[config.mk]
export PLATFORM = sky130hd
export DESIGN_NAME = struct_deserializer
export DESIGN_NICKNAME = d
export VERILOG_FILES = /design/src/rtl/struct_deserializer.sv
export SDC_FILE = /design/constraint.sdc
export NUM_CORES = 1
export LEC_CHECK = 0
export CELL_PAD_IN_SITES_DETAIL_PLACEMENT = 0
export CELL_PAD_IN_SITES_GLOBAL_PLACEMENT = 2
export CORE_ASPECT_RATIO = 0.7
export CORE_MARGIN = 3
export CORE_UTILIZATION = 30
export DETAILED_ROUTE_END_ITERATION = 10
export MAX_ROUTING_LAYER = met4
export PLACE_DENSITY = 0.87
export SKIP_LAST_GASP = 1
export SYNTH_ARGS = -nofsm -noshare
export SYNTH_HDL_FRONTEND = slang
export SYNTH_SLANG_ARGS = --single-unit
[constraint.sdc]
create_clock -name clk -period 1.6 [get_ports clk]
set_input_delay 0.24 -clock clk [delete_from_list [all_inputs] [get_ports clk]]
set_output_delay 0.24 -clock clk [all_outputs]
set_load 0.01 [all_outputs]
[src/rtl/struct_deserializer.sv]
// Serial-to-packed-struct receiver: rebuilds one {hi, lo} word per SOF-framed bit stream,
// presents it through a single-entry valid/ready buffer and counts framing errors.
module struct_deserializer #(
  parameter int unsigned HI_W  = 2,
  parameter int unsigned LO_W  = 2,
  parameter int unsigned CNT_W = 8
) (
  input  logic                  clk,
  input  logic                  rst_n,
  input  logic                  in_valid,
  output logic                  in_ready,
  input  logic                  in_bit,
  input  logic                  in_sof,
  output logic                  out_valid,
  input  logic                  out_ready,
  output logic [HI_W+LO_W-1:0]  out_word,
  output logic [HI_W-1:0]       out_hi,
  output logic [LO_W-1:0]       out_lo,
  output logic [CNT_W-1:0]      err_cnt
);

  localparam int unsigned W    = HI_W + LO_W;
  localparam int unsigned BC_W = $clog2(W + 1);

  typedef enum logic [1:0] {
    IDLE  = 2'd0,
    SHIFT = 2'd1,
    HOLD  = 2'd2
  } state_t;

  state_t          state;
  logic [W-1:0]    shreg;
  logic [BC_W-1:0] cnt;
  logic [W-1:0]    shifted;
  logic            err_inc;

  assign shifted = {shreg[W-2:0], in_bit};

  // Framing error: a non-SOF bit while idle, or an SOF that cuts a frame short.
  assign err_inc = in_valid & ((state == IDLE & ~in_sof) | (state == SHIFT & in_sof));

  // in_ready mirrors state != HOLD and is updated alongside it.
  always_ff @(posedge clk or negedge rst_n) begin
    if (!rst_n) begin
      state     <= IDLE;
      shreg     <= '0;
      cnt       <= '0;
      out_valid <= 1'b0;
      out_word  <= '0;
      in_ready  <= 1'b1;
    end else begin
      case (state)
        IDLE: begin
          if (in_valid && in_sof) begin
            shreg <= shifted;
            cnt   <= BC_W'(1);
            state <= SHIFT;
          end
        end
        SHIFT: begin
          if (in_valid) begin
            shreg <= shifted;
            if (in_sof) begin
              cnt <= BC_W'(1);
            end else if (cnt == BC_W'(W - 1)) begin
              out_word  <= shifted;
              out_valid <= 1'b1;
              cnt       <= '0;
              in_ready  <= 1'b0;
              state     <= HOLD;
            end else begin
              cnt <= cnt + BC_W'(1);
            end
          end
        end
        HOLD: begin
          if (out_ready) begin
            out_valid <= 1'b0;
            in_ready  <= 1'b1;
            state     <= IDLE;
          end
        end
        default: begin
          state    <= IDLE;
          in_ready <= 1'b1;
        end
      endcase
    end
  end

  // Saturating framing-error counter.
  always_ff @(posedge clk or negedge rst_n) begin
    if (!rst_n) begin
      err_cnt <= '0;
    end else if (err_inc && (err_cnt != {CNT_W{1'b1}})) begin
      err_cnt <= err_cnt + CNT_W'(1);
    end
  end

  assign out_hi = out_word[W-1:LO_W];
  assign out_lo = out_word[LO_W-1:0];

endmodule

# Yosys cells after proc, flatten, opt, wreduce, memory -nomap -nowiden
# Index checks and enable logic that the tools add are counted.
# totals
register_bits	22
in_bits	6
output_inout_bits	18
# op_classes
addsub	2
n_eq_ne	9
mux	24
bitwise	6
n_reduce_logical	10
# op_table
cell	count
two-way mux 3 bit	6
AND reduction 5 bit	3
one-hot mux 3 bit (2 select lines)	2
two-way mux 2 bit	5
adder 8 x 1 -> 8 bit, second input constant	1
two-way mux 1 bit	8
!= test 8 bit, second input constant	1
!= test 2 bit, second input constant	3
one-hot mux 2 bit (3 select lines)	1
!= test 2 x 1 -> 1 bit, second input constant	2
AND reduction 4 bit	1
nonzero test 2 bit	2
adder 3 x 1 -> 3 bit, second input constant	1
bitwise AND 1 bit	3
== test 3 x 2 -> 1 bit, second input constant	1
one-hot mux 1 bit (3 select lines)	1
AND reduction 3 bit	1
== test 2 x 1 -> 1 bit, second input constant	1
== test 2 bit, second input constant	1
logical AND 1 bit	2
logical NOT 2 bit	1
inverter 1 bit	2
one-hot mux 1 bit (2 select lines)	1
OR 1 bit	1

# Logic depth before layout (Yosys ltp)
# Gate-level depths: netlist (run 1).
# logic_depth
depth_word	5
depth_mapped	5
depth_no_buf	5

# Least setup slack after synthesis (run 1)
# OpenSTA, ideal clock, no wires.
# synth_timing
path_kind	register to register
start	register err_cnt[0]
end	register err_cnt[1]
arrival_time_ns	1.393
setup_slack_ns	0.079
stages_incl_launch_ff	6
period_less_slack_ns	1.521
cell_sequence	dfrtp_1 -> ha_1 -> nand3_2 -> nor3_4 -> nor2_1 -> mux2_1
# synth_via
elab_chain_cells	2
word_cells_on_any_way	3
# synth_rtl
item	line	source
start, declared	19	output logic [CNT_W-1:0] err_cnt
start signal, assigned	96	err_cnt <= err_cnt + CNT_W'(1);
parallel branches: the longest is 2 deep, another holds adder 8 x 1 -> 8 bit	-	
# Parallel ways; which one is timed is not known.
# A chain may end at the register's enable or synchronous reset.

# Final worst setup path (run 1)
# layout_timing
start	register err_cnt[0]
end	output err_cnt[0]
# No word-level cell between the ends.

==> impl_metrics.csv, run 1 <==
group,metric,value,unit
clock_network,hold_buffers,0,
yosys,yosysSeqAreaShare,52.5,%
timing,setup_viol,0,
critical_path,cp_data_required_time,1.36,ns
floorplan,core,3250,um^2
critical_path,r2r_slack,0.13,ns
yosys,synth_nets,104,
clock_network,clk_pin_slew_worst_paths,0.08,ns
routing,wl_per_cell,11.9,um
critical_path,critPathMaxFanout,3,
outcome,status,"complete, no violations",
critical_path,cp_slowest_cell,"clkdlybuf4s50_1",
cells_and_area,diodes,0,
global_routing,track_usage,11.2,%
clock_network,clockBufferDepth,2,
routing,first_iter_violations,17,
power,power_density,1620,nW/um^2
critical_path,cp-start-kind,"flop",
global_routing,grt_overflow,0,
cells_and_area,finalInstanceArea,1450,um^2
critical_path,reg2regPathDepth,5,
yosys,synth.top_cells.by_area,"dfrtp_1, nand2_1, mux2_1",
power,leakagePower,0.662,nW
clock_network,insertion_delay,0.26,ns
floorplan,dieArea,4260,um^2
yosys,yosysTopAreaCell,"dfrtp_1",
routing,routed_wirelength,2.10,mm
floorplan,placementRows,17,
timing,slew_viol_final,0,
cells_and_area,final_cell_mix,"clkdlybuf4s50_1, dfrtp_1, nand2_1",
yosys,yosysUniqueCellTypes,33,
yosys,syn_area,1050,um^2
critical_path,r2r_end,"err_cnt[1]",
floorplan,die_w,76.7,um
timing,finalCritPeriodShare,94.9,%
yosys,netlist.area_leader.share,50.0,%
timing,finalCriticalPeriod,1.52,ns
flow_run,cap_violations,0,
cells_and_area,drive_above_1_share,18.5,%
cells_and_area,final_common_cell,"clkdlybuf4s50_1",
routing,drt_pass1_iterations,4,
timing,finalHoldViolations,0,
cells_and_area,syn_to_final_growth,38.0,%
timing,relSlewSlack,67.5,%
critical_path,crit_type,"flop to output pin",
yosys,synth_seq_cells,22,
power,peakVddDrop,751,uV
place,io_buffers,23,
timing,clock.fmax,0.659,GHz
global_routing,grt_max_degree,23,
yosys,ys_warn_count,0,
global_routing,grt_antenna_before_repair,0,
timing,finalClockSkew,0.00294,ns
floorplan,die_h,55.5,um
clock_network,clock-sinks,22,
timing,rsz0062_at_grt,"false",
global_routing,grt_pass1_vias,760,
floorplan,start_util,32.3,%
power,fin_total_pwr,2.35,mW
routing,vias,772,
yosys,synth_area_per_cell,10.9,um^2
place,placed_cell_area,1390,um^2
critical_path,reg2reg_from,"err_cnt[1]",
place,gp_congestion,0.796,
cells_and_area,fin_nets,139,
clock_network,h-tree-depth,1,
critical_path,cp.arrival,1.28,ns
worst_hold_path,hold_path.class,"input pin to asynchronous set/reset pin",
clock_network,cts_buffers,3,
critical_path,crit_path_end_kind,"output pin",
routing,drc,0,
floorplan,io_pins,24,
critical_path,slowest_delay,0.53,ns
routing,viasPerCell,4.36,
clock_network,clock-root-buffer,"clkbuf_8",
yosys,synthCells,96,
clock_network,cts_tree,"yes",
place,hpwlAfterDp,1.65,mm
global_routing,grt_pass1_wl,3.66,mm
critical_path,path_cells,"buf_4, clkdlybuf4s50_1",
timing,tightest_slew,0.484,ns
routing,antenna_left,0,
[layer usage]
| layer | GRT usage (%) | wire length, um |
|---|---|---|
| met1 | 15.2 | 1100 |
| met2 | 16.0 | 876 |
| met3 | 3.58 | 103 |
| met4 | 3.10 | 20 |
| met5 | - | 0 |
[area by class of cell]
type	instances	area, um^2
Clock buffer	4	55.1
Multi-Input combinational cell	69	465
Sequential cell	22	552
Inverter	1	3.75
Fill cell	322	1800
Timing Repair Buffer	34	315
Tap cell	47	58.8
[synthesized netlist by cell type]
cell and number:
a21oi_1 1, a22oi_1 1, a31oi_1 1, and2b_1 1, buf_4 4, dfrtp_1 21, dfstp_2 1, ha_1 2
inv_1 1, mux2_1 6, mux2i_1 1, nand2_1 18, nand2_2 1, nand2b_1 2, nand2b_2 1, nand3_1 2
nand3_2 1, nand3_4 1, nand3b_1 1, nor2_1 5, nor2_2 1, nor2b_1 1, nor3_1 4, nor3_4 1
nor3b_1 1, nor4_1 1, nor4_2 2, o21a_1 1, o21ai_0 4, o21ai_1 1, o31ai_1 1, or3_1 1
xor2_1 5
[state kept, by name, summed over array words and instances, names as in the netlist]
name       flops
cnt            3
err_cnt        8
in_ready       1
shreg          3
out_valid      1
state          2
out_word       4
[worst max path at each step]
stage                    start  cells after the start         end
detailed placement    in_valid                      5  err_cnt[1]
CTS                   in_ready                      1    in_ready
global route        err_cnt[1]                      5  err_cnt[1]
floorplan           err_cnt[0]                      5  err_cnt[1]
global placement      in_valid                      5  err_cnt[7]
finish              err_cnt[0]                      2  err_cnt[0]
[critical path: cells and delay by family (launching register included)]
kind,cells,cell delay (ns)
flip-flops,1,0.36
buffers and inverters,2,0.66
[stage by stage]
step / utilization, % / hold slack [ns] / setup slack (ns) / TNS (ns) / std cells
after floorplan: - / -0.0556 / 0.0790 / 0 / 96
after global placement: 42.8 / 0.457 / -0.101 / -0.407 / 173
after detailed placement: 42.8 / 0.464 / -0.143 / -0.952 / 173
after CTS: 44.5 / 0.336 / 0.00122 / 0 / 177
after global routing: 44.6 / 0.351 / 0.0163 / 0 / 177
final: 44.6 / 0.335 / 0.0821 / 0 / 177
[logic make-up after synthesis]
logic type | count (synthesis) | synth area share (%)
buffers and inverters | 5 | 3.21
muxes | 7 | 7.38
and+or+nand+nor | 45 | 24.8
adders and majority gates | 2 | 2.38
xor gates and xnor gates | 5 | 4.17
DFF | 22 | 52.5
AOI/OAI and AO/OA | 10 | 5.60
[power by group]
part | internal, mW | switching, mW | total (mW)
sequential | 0.775 | 0.194 | 0.969
clock | 0.219 | 0.169 | 0.388
combinational | 0.555 | 0.434 | 0.989
[what timing repair did]
action | in CTS | in global routing
buffers inserted | 0 | 0
setup endpoints to repair | 0 | 1
resized for setup | 0 | 1
Note: power is estimated with default switching activity, not from simulation.
==> inputs of run 2 (changes only) <==
--- a/config.mk
+++ b/config.mk
@@ -14,6 +14,7 @@
 export MAX_ROUTING_LAYER = met4
 export PLACE_DENSITY = 0.87
 export SKIP_LAST_GASP = 1
+export SLEW_MARGIN = 40
 export SYNTH_ARGS = -nofsm -noshare
 export SYNTH_HDL_FRONTEND = slang
 export SYNTH_SLANG_ARGS = --single-unit
==> results of run 2 <==
Final layout, timing and power as in run 1 (identical DEF).
